--- config.mk ---
export PLATFORM = sky130hd
export DESIGN_NAME = systolic_arbiter
export DESIGN_NICKNAME = d
export VERILOG_FILES = /design/src/rtl/systolic_arbiter.sv
export SDC_FILE = /design/constraint.sdc
export NUM_CORES = 1
export LEC_CHECK = 0
export BUFFER_PORTS_ARGS = -buffer_cell sky130_fd_sc_hd__buf_2
export CAP_MARGIN = 30
export CORE_AREA = 2 2 186 188
export DETAILED_ROUTE_END_ITERATION = 8
export DIE_AREA = 0 0 188 190
export HOLD_SLACK_MARGIN = 0.1
export MAX_ROUTING_LAYER = met4
export PLACE_DENSITY = 0.44
export SETUP_SLACK_MARGIN = 0.2
export SLEW_MARGIN = 20
export SYNTH_ARGS = -nofsm -noshare
export SYNTH_HDL_FRONTEND = slang
export SYNTH_SLANG_ARGS = --single-unit
--- constraint.sdc ---
create_clock -name clk_i -period 5.91 [get_ports clk_i]
set_input_delay 0.591 -clock clk_i [delete_from_list [all_inputs] [get_ports clk_i]]
set_output_delay 0.591 -clock clk_i [all_outputs]
set_load 0.01 [all_outputs]
--- src/rtl/systolic_arbiter.sv ---
// systolic_arbiter: round-robin arbiter and sequencer sharing one 4x4 systolic core between requesters
//   clk_i, reset_i        clock, synchronous active-low reset
//   req_valid_i/ready_o   per-requester operand beats, req_data_i slice i = requester i
//   rsp_valid_o/ready_i   per-requester result beats on shared rsp_data_o, rsp_err_o flags an aborted job
//   core_*                job start strobe, operand stream out, result stream in, completion pulse
//   busy_o, grant_id_o    core ownership and current owner index
module systolic_arbiter #(
    parameter int NUM_REQ   = 4,
    parameter int IN_BEATS  = 4,
    parameter int OUT_BEATS = 8,
    parameter int TIMEOUT   = 1024
) (
    input  logic                       clk_i,
    input  logic                       reset_i,
    input  logic [NUM_REQ-1:0]         req_valid_i,
    input  logic [64*NUM_REQ-1:0]      req_data_i,
    output logic [NUM_REQ-1:0]         req_ready_o,
    output logic [NUM_REQ-1:0]         rsp_valid_o,
    output logic [63:0]                rsp_data_o,
    input  logic [NUM_REQ-1:0]         rsp_ready_i,
    output logic                       rsp_err_o,
    output logic                       core_valid_in_o,
    output logic                       core_in_valid_o,
    output logic [63:0]                core_in_data_o,
    input  logic                       core_in_ready_i,
    input  logic                       core_out_valid_i,
    input  logic [63:0]                core_out_data_i,
    output logic                       core_out_ready_o,
    input  logic                       core_done_i,
    output logic                       busy_o,
    output logic [$clog2(NUM_REQ)-1:0] grant_id_o
);
    localparam int GW = $clog2(NUM_REQ);
    localparam int IW = $clog2(IN_BEATS + 1);
    localparam int OW = $clog2(OUT_BEATS + 1);
    localparam int TW = $clog2(TIMEOUT + 1);

    typedef enum logic [2:0] {IDLE, START, SEND, WAIT, RECV, ABORT, RELEASE} state_t;

    state_t          state_q;
    logic [GW-1:0]   rr_q, grant_q, grant_d, idx;
    logic [IW-1:0]   in_cnt_q;
    logic [OW-1:0]   out_cnt_q;
    logic [TW-1:0]   wdog_q;
    logic            done_q, busy_q, hit;
    logic [63:0]     beat [NUM_REQ];
    logic [NUM_REQ-1:0] sel;
    logic            send, recv_on, abort, in_xfer, out_xfer, done_seen;

    for (genvar g = 0; g < NUM_REQ; g++) begin : g_beat
        assign beat[g] = req_data_i[64*g +: 64];
    end

    // Descending scan so the lowest offset from rr_q is the last (winning) assignment.
    always_comb begin
        grant_d = rr_q;
        hit     = 1'b0;
        idx     = '0;
        for (int k = NUM_REQ - 1; k >= 0; k--) begin
            idx = GW'((int'(rr_q) + k) % NUM_REQ);
            if (req_valid_i[idx]) begin
                grant_d = idx;
                hit     = 1'b1;
            end
        end
    end

    // recv_on drops once every result beat is taken; RECV then only waits for core_done.
    assign sel       = NUM_REQ'(1) << grant_q;
    assign send      = state_q == SEND;
    assign recv_on   = state_q == RECV && out_cnt_q != OW'(OUT_BEATS);
    assign abort     = state_q == ABORT;
    assign in_xfer   = send && req_valid_i[grant_q] && core_in_ready_i;
    assign out_xfer  = recv_on && core_out_valid_i && rsp_ready_i[grant_q];
    assign done_seen = done_q || core_done_i;

    assign req_ready_o      = send && core_in_ready_i ? sel : '0;
    assign rsp_valid_o      = (recv_on && core_out_valid_i) || abort ? sel : '0;
    assign rsp_data_o       = recv_on ? core_out_data_i : '0;
    assign rsp_err_o        = abort;
    assign core_valid_in_o  = state_q == START;
    assign core_in_valid_o  = send && req_valid_i[grant_q];
    assign core_in_data_o   = send ? beat[grant_q] : '0;
    assign core_out_ready_o = recv_on && rsp_ready_i[grant_q];
    assign busy_o           = busy_q;
    assign grant_id_o       = grant_q;

    always_ff @(posedge clk_i) begin
        if (!reset_i) begin
            state_q   <= IDLE;
            rr_q      <= '0;
            grant_q   <= '0;
            in_cnt_q  <= '0;
            out_cnt_q <= '0;
            wdog_q    <= '0;
            done_q    <= 1'b0;
            busy_q    <= 1'b0;
        end else begin
            case (state_q)
                IDLE: if (hit) begin
                    grant_q <= grant_d;
                    busy_q  <= 1'b1;
                    state_q <= START;
                end
                START: state_q <= SEND;
                SEND: if (in_xfer) begin
                    in_cnt_q <= in_cnt_q + 1'b1;
                    if (in_cnt_q == IW'(IN_BEATS - 1)) begin
                        wdog_q  <= '0;
                        state_q <= WAIT;
                    end
                end
                WAIT: begin
                    done_q <= done_seen;
                    wdog_q <= wdog_q + 1'b1;
                    if (core_out_valid_i) state_q <= RECV;
                    else if (wdog_q == TW'(TIMEOUT - 1)) state_q <= ABORT;
                end
                RECV: begin
                    done_q <= done_seen;
                    if (out_xfer) out_cnt_q <= out_cnt_q + 1'b1;
                    if (((out_xfer && out_cnt_q == OW'(OUT_BEATS - 1)) || !recv_on) && done_seen)
                        state_q <= RELEASE;
                end
                ABORT: if (rsp_ready_i[grant_q]) state_q <= RELEASE;
                RELEASE: begin
                    rr_q      <= grant_q == GW'(NUM_REQ - 1) ? '0 : grant_q + 1'b1;
                    in_cnt_q  <= '0;
                    out_cnt_q <= '0;
                    wdog_q    <= '0;
                    done_q    <= 1'b0;
                    busy_q    <= 1'b0;
                    state_q   <= IDLE;
                end
                default: state_q <= IDLE;
            endcase
        end
    end
endmodule
# == Yosys cells after proc, flatten, opt, wreduce, memory -nomap -nowiden ==
# Index checks and enable logic that the tools add are counted.
# totals
romBits,0
memories,0
ram_bits,0
reg_bits,27
latch_bits,0
elab_cells,113
# classes
multipliers,0
muxes,46
eq_ne,18
n_div,0
magnitude_cmp,6
shifts,1
n_reduce_logical,26
addsub,7
bitwise_logic,1
# ops
op,n
$mux W64,4
$bmux W64 S2,1
$pmux W11 S3,1
$mux W3,8
$mux W11,2
$pmux W3 S6,1
$lt A2 B3 Y1 const B,5
$bmux W1 S2,6
$mux W4,3
$add A11 B1 Y11 const B,1
$eq A11 B10 Y1 const B,1
$mux W1,11
$mux W2,5
$eq A3 B2 Y1 const B,3
$eq A3 B3 Y1 const B,3
$logic_and A1 B1 Y1,9
$ne A2 B1 Y1 const B,4
$pmux W4 S2,1
$reduce_and A2 Y1,4
$reduce_bool A2 Y1,4
$pmux W3 S2,1
$reduce_and A6 Y1,1
$add A2 B1 Y2 const B,2
$add A2 B2 Y2 const B,2
other kinds (18),22

# == Logic depth before layout (Yosys ltp) ==
# logic_depth
ltp_word,9
ltp_mapped,7

# == Worst setup path after synthesis ==
# No wires, ideal clock.
# synth_path
path_type,register to output
start,"register grant_q[0], in the netlist grant_id_o[0]"
end,output port core_in_data_o[26]
stages_incl_launch_ff,6
path_slack_ns,3.447
required_time_ns,5.319
n_path_buf,3
arrival_time_ns,1.872
cell_sequence,dfxtp_1 > buf_2 > buf_2 > buf_2 > mux4_2 > and2_1
# synth_between
elab_chain_cells,5
# synth_lines
item,line,rtl
from (decl),41,"logic [GW-1:0] rr_q, grant_q, grant_d, idx;"
from (signal assigned),101,grant_q <= grant_d;
$not A2 Y3 (not written as such),83,assign core_in_data_o = send ? beat[grant_q] : '0;
$bmux W64 S2,83,
$mux W64 (not written as such) (2 in series),83,
$mux W64,83,
to (decl),24,"output logic [63:0] core_in_data_o,"
# No other way between the ends. The select of a mux whose other input is x is not followed.

# == Final worst setup path ==
# layout_path
start,register state_q[1]
end,output port rsp_valid_o[3]
# layout_between
elab_chain_cells,5
word_cells_on_any_way,6
# layout_lines
item,line,rtl
from (decl),40,state_t state_q;
from (signal assigned),90,state_q <= IDLE;
from (signal assigned),103,state_q <= START;
from (signal assigned),105,START: state_q <= SEND;
$eq A3 B3 Y1,71,assign recv_on = state_q == RECV && out_cnt_q != OW'(OUT_BEATS);
$logic_and A1 B1 Y1,71,
$logic_and A1 B1 Y1,78,assign rsp_valid_o = (recv_on && core_out_valid_i) || abort ? sel : '0;
$logic_or A1 B1 Y1 (*),78,
$mux W4 (*),78,
to (decl),18,"output logic [NUM_REQ-1:0] rsp_valid_o,"
# Mark *: on every way between the ends. The rest lies on a longest branch, timed or not.

==> run metrics <==
status finished clean; Final #Nets ~1,200; hold path depth 2; top routing layer used met4; Distinct cells, synth 48; initial core utilization 0.121; height of the chip between 150 and 200 µm; Max Fclk ~310 MHz; ports placed on the boundary around 480; WHS Endpoint in_cnt_q[2]; Die ar. 35,700 µm²; Area Overhead vs Synth 71.2%; measured slew at the worst slew-check pin between 0.8 and 0.9 ns; R2R depth 5; share of the synthesized area in the top cell type 0.361; worst-path cell chain nor3b_4 -> buf_4 -> and2_1 -> a21oi_1 -> nor2b_1 -> buf_2; clk_lat worst skew 0.26 ns; WL/cell ~17 µm; MaxCap Viol Count 0; Most used DFF post-synth dfxtp_1; Max stage delay on crit path 0.84 ns; sequential area share after synthesis 0.131; vias in the first global route approximately 5,300; Non-Filler Instances approximately 1,300; hold_sp in_cnt_q[2]; die extent in x roughly 190 µm; hpwl dp slightly below 20 mm; filler cell count between 3,000 and 4,000; Worst EP arrival around 2.6 ns; CTS buffer count 3; Reg-to-Reg End wdog_q[10]; GRT Total Usage 0.123; final worst path period share 0.542; Reg clk slew, reported paths 0.07 ns; syn avg cell area about 9.4 µm²; Worst slew margin 0.457; residual DRC count 0; flops & latches, synth 27; initial antenna violation count 7; largest net degree at the start of global routing 71; area of the multi-input gates roughly 3400 µm²; Startpoint Class flip-flop; Leak Pwr ~0.0037 µW; commonest cells in the netlist and2_1, and3_1, mux4_2; Iter 0 DRT Violations ~420; fraction of registers with async set/reset 0; Post-CTS Resized 0; Area contributors post-synth mux4_2, dfxtp_1, and2_1; final hold vios 0; routed wire length roughly 23 mm; final setup fails 0; Pre-antenna DRT Iters 4; first-pass GRT wire length 32.7 mm; TritonCTS clock tree yes; Post-synth EDFFs 0; RePlAce Congestion 0.921; dpl cells 1,329; Pins Over Slew Limit 0; Ys Warns 0; Post-CTS Setup Bufs 0; Site Rows ~70; Reg area roughly 550 µm²; CTS Sinks 27; Root Driver clkbuf_16; grt ovf 0; Post-CTS Hold Fix Bufs 0; RSZ-0062 raised after global routing false; routed wl met2 10.8 mm; Post-Syn Nets around 800; worst-case clock buffer depth 2; Worst Path Max Fanout 70; reg-to-reg setup timing slack 3.26 ns; crit path time final 3.20 ns; setup_tns 0 ns; final clock skew 0.00525 ns; share of cells above drive strength 1 0.638; worst r2r src grant_id_o[0]; Data required, critical path 5.32 ns; via density per instance approximately 4; Port Buffers approximately 480; area leader, netlist mux4_2; met3 wire length 1.51 mm; CP endpoint kind output pin; maximum VDD drop ~0.14 mV; post-synthesis cell area 4120 µm²; Antenna Nets Post-Route 0; power per standard cell area around 150 nW/µm²; Met1 Wirelength between 10 and 15 mm; CTS H-tree lvls 1; vias roughly 5,400; Synth Instances between 400 and 500; worst hold path class reg -> reg; CP max stage cell dfxtp_1; Core ar. 33,900 µm²; Crit Path Class reg -> out
worst max path at each step:
| stage | from | to | slack [ns] | depth (start not counted) |
|---|---|---|---|---|
| global route | state_q[1] | rsp_valid_o[3] | 2.37 | 6 |
| finish | state_q[1] | rsp_valid_o[3] | 2.71 | 6 |
| detailed placement | state_q[1] | rsp_valid_o[3] | 2.83 | 6 |
| floorplan | grant_id_o[0] | core_in_data_o[26] | 3.45 | 5 |
| global placement | state_q[1] | rsp_valid_o[3] | 2.87 | 6 |
| CTS | state_q[1] | rsp_valid_o[3] | 2.52 | 6 |
cell families (layout without fill, tap and decap cells):
| family | count (synthesis) | count (layout) | share of synthesized area |
|---|---|---|---|
| xor gates and xnor gates | 2 | 2 | 0.00425 |
| other | 0 | 9 | 0 |
| DFF | 27 | 27 | 0.131 |
| and+or+nand+nor | 216 | 216 | 0.318 |
| adders and majority gates | 9 | 9 | 0.0273 |
| buffers and inverters | 55 | 496 | 0.0568 |
| AOI/OAI and AO/OA | 59 | 59 | 0.0947 |
| muxes | 69 | 69 | 0.368 |
area by class of cell:
type / count / area share
Timing Repair Buffer: 481 / 0.345
Sequential cell: 27 / 0.0777
Inverter: 11 / 0.00585
Tap cell: 455 / 0.0807
Multi-Input combinational cell: 355 / 0.476
Antenna cell: 9 / 0.00319
Clock buffer: 4 / 0.0112
critical path, delay by kind of cell (launching register included):
family / cells / cell delay (ns)
AND/OR/NAND/NOR: 3 / 0.44
buffers and inverters: 2 / 0.50
AO/OA/AOI/OAI: 1 / 0.54
flip-flops: 1 / 0.84
state kept, by name, summed over array words and instances, names as in the netlist:
register	flops
grant_id_o	2
wdog_q	11
state_q	3
rr_q	2
busy_o	1
out_cnt_q	4
in_cnt_q	3
done_q	1
layout by cell type (no fill, tap or decap), types with 2 or more instances in the layout:
cell | synthesis | layout
o21ai_0 | 12 | 12
or4_1 | 6 | 6
nand2b_1 | 2 | 2
a21o_1 | 2 | 2
and2_1 | 70 | 70
nand4_1 | 5 | 5
nor2_1 | 9 | 9
dfxtp_1 | 27 | 25
clkbuf_16 | 0 | 3
diode_2 | 0 | 9
o31ai_1 | 6 | 6
inv_1 | 11 | 11
a21oi_1 | 17 | 17
nand3b_1 | 3 | 3
ha_1 | 9 | 9
nor3b_4 | 0 | 2
nor3_1 | 7 | 7
nand3_1 | 8 | 8
dfxtp_4 | 0 | 2
a21boi_0 | 3 | 3
a31o_2 | 2 | 2
nand2_1 | 12 | 12
a31oi_1 | 5 | 5
nor2b_1 | 11 | 11
buf_4 | 0 | 5
buf_2 | 10 | 475
mux4_2 | 66 | 66
and3_1 | 70 | 70
or2_2 | 3 | 3
or3_1 | 4 | 4
mux2i_1 | 3 | 3
per-stage QoR:
| stage | util | power, µW | cell area, µm² | setup slack [ns] | hold WS, ns |
|---|---|---|---|---|---|
| global route | 0.208 | 1140 | 7050 | 2.37 | 0.472 |
| detailed placement | 0.205 | 918 | 6950 | 2.83 | 0.447 |
| global placement | 0.204 | 910 | 6930 | 2.87 | 0.443 |
| floorplan | - | 636 | 4120 | 3.45 | 0.436 |
| finish | 0.208 | 1060 | 7050 | 2.71 | 0.455 |
| CTS | 0.207 | 1080 | 7030 | 2.52 | 0.458 |
where the power goes:
group	switching, µW	leakage (µW)	internal (µW)
clock network	63.9	0.0000382	92.4
registers	64.0	0.000220	195
logic	286	0.00343	357
total	413	0.00369	644
metal layers:
metal / global-route usage / vias up
li1: - / 2577
met4: 0.00333 / 0
met5: - / -
met2: 0.193 / 208
met3: 0.0306 / 8
met1: 0.168 / 2597
No activity file was read; power rests on OpenSTA's default activity.
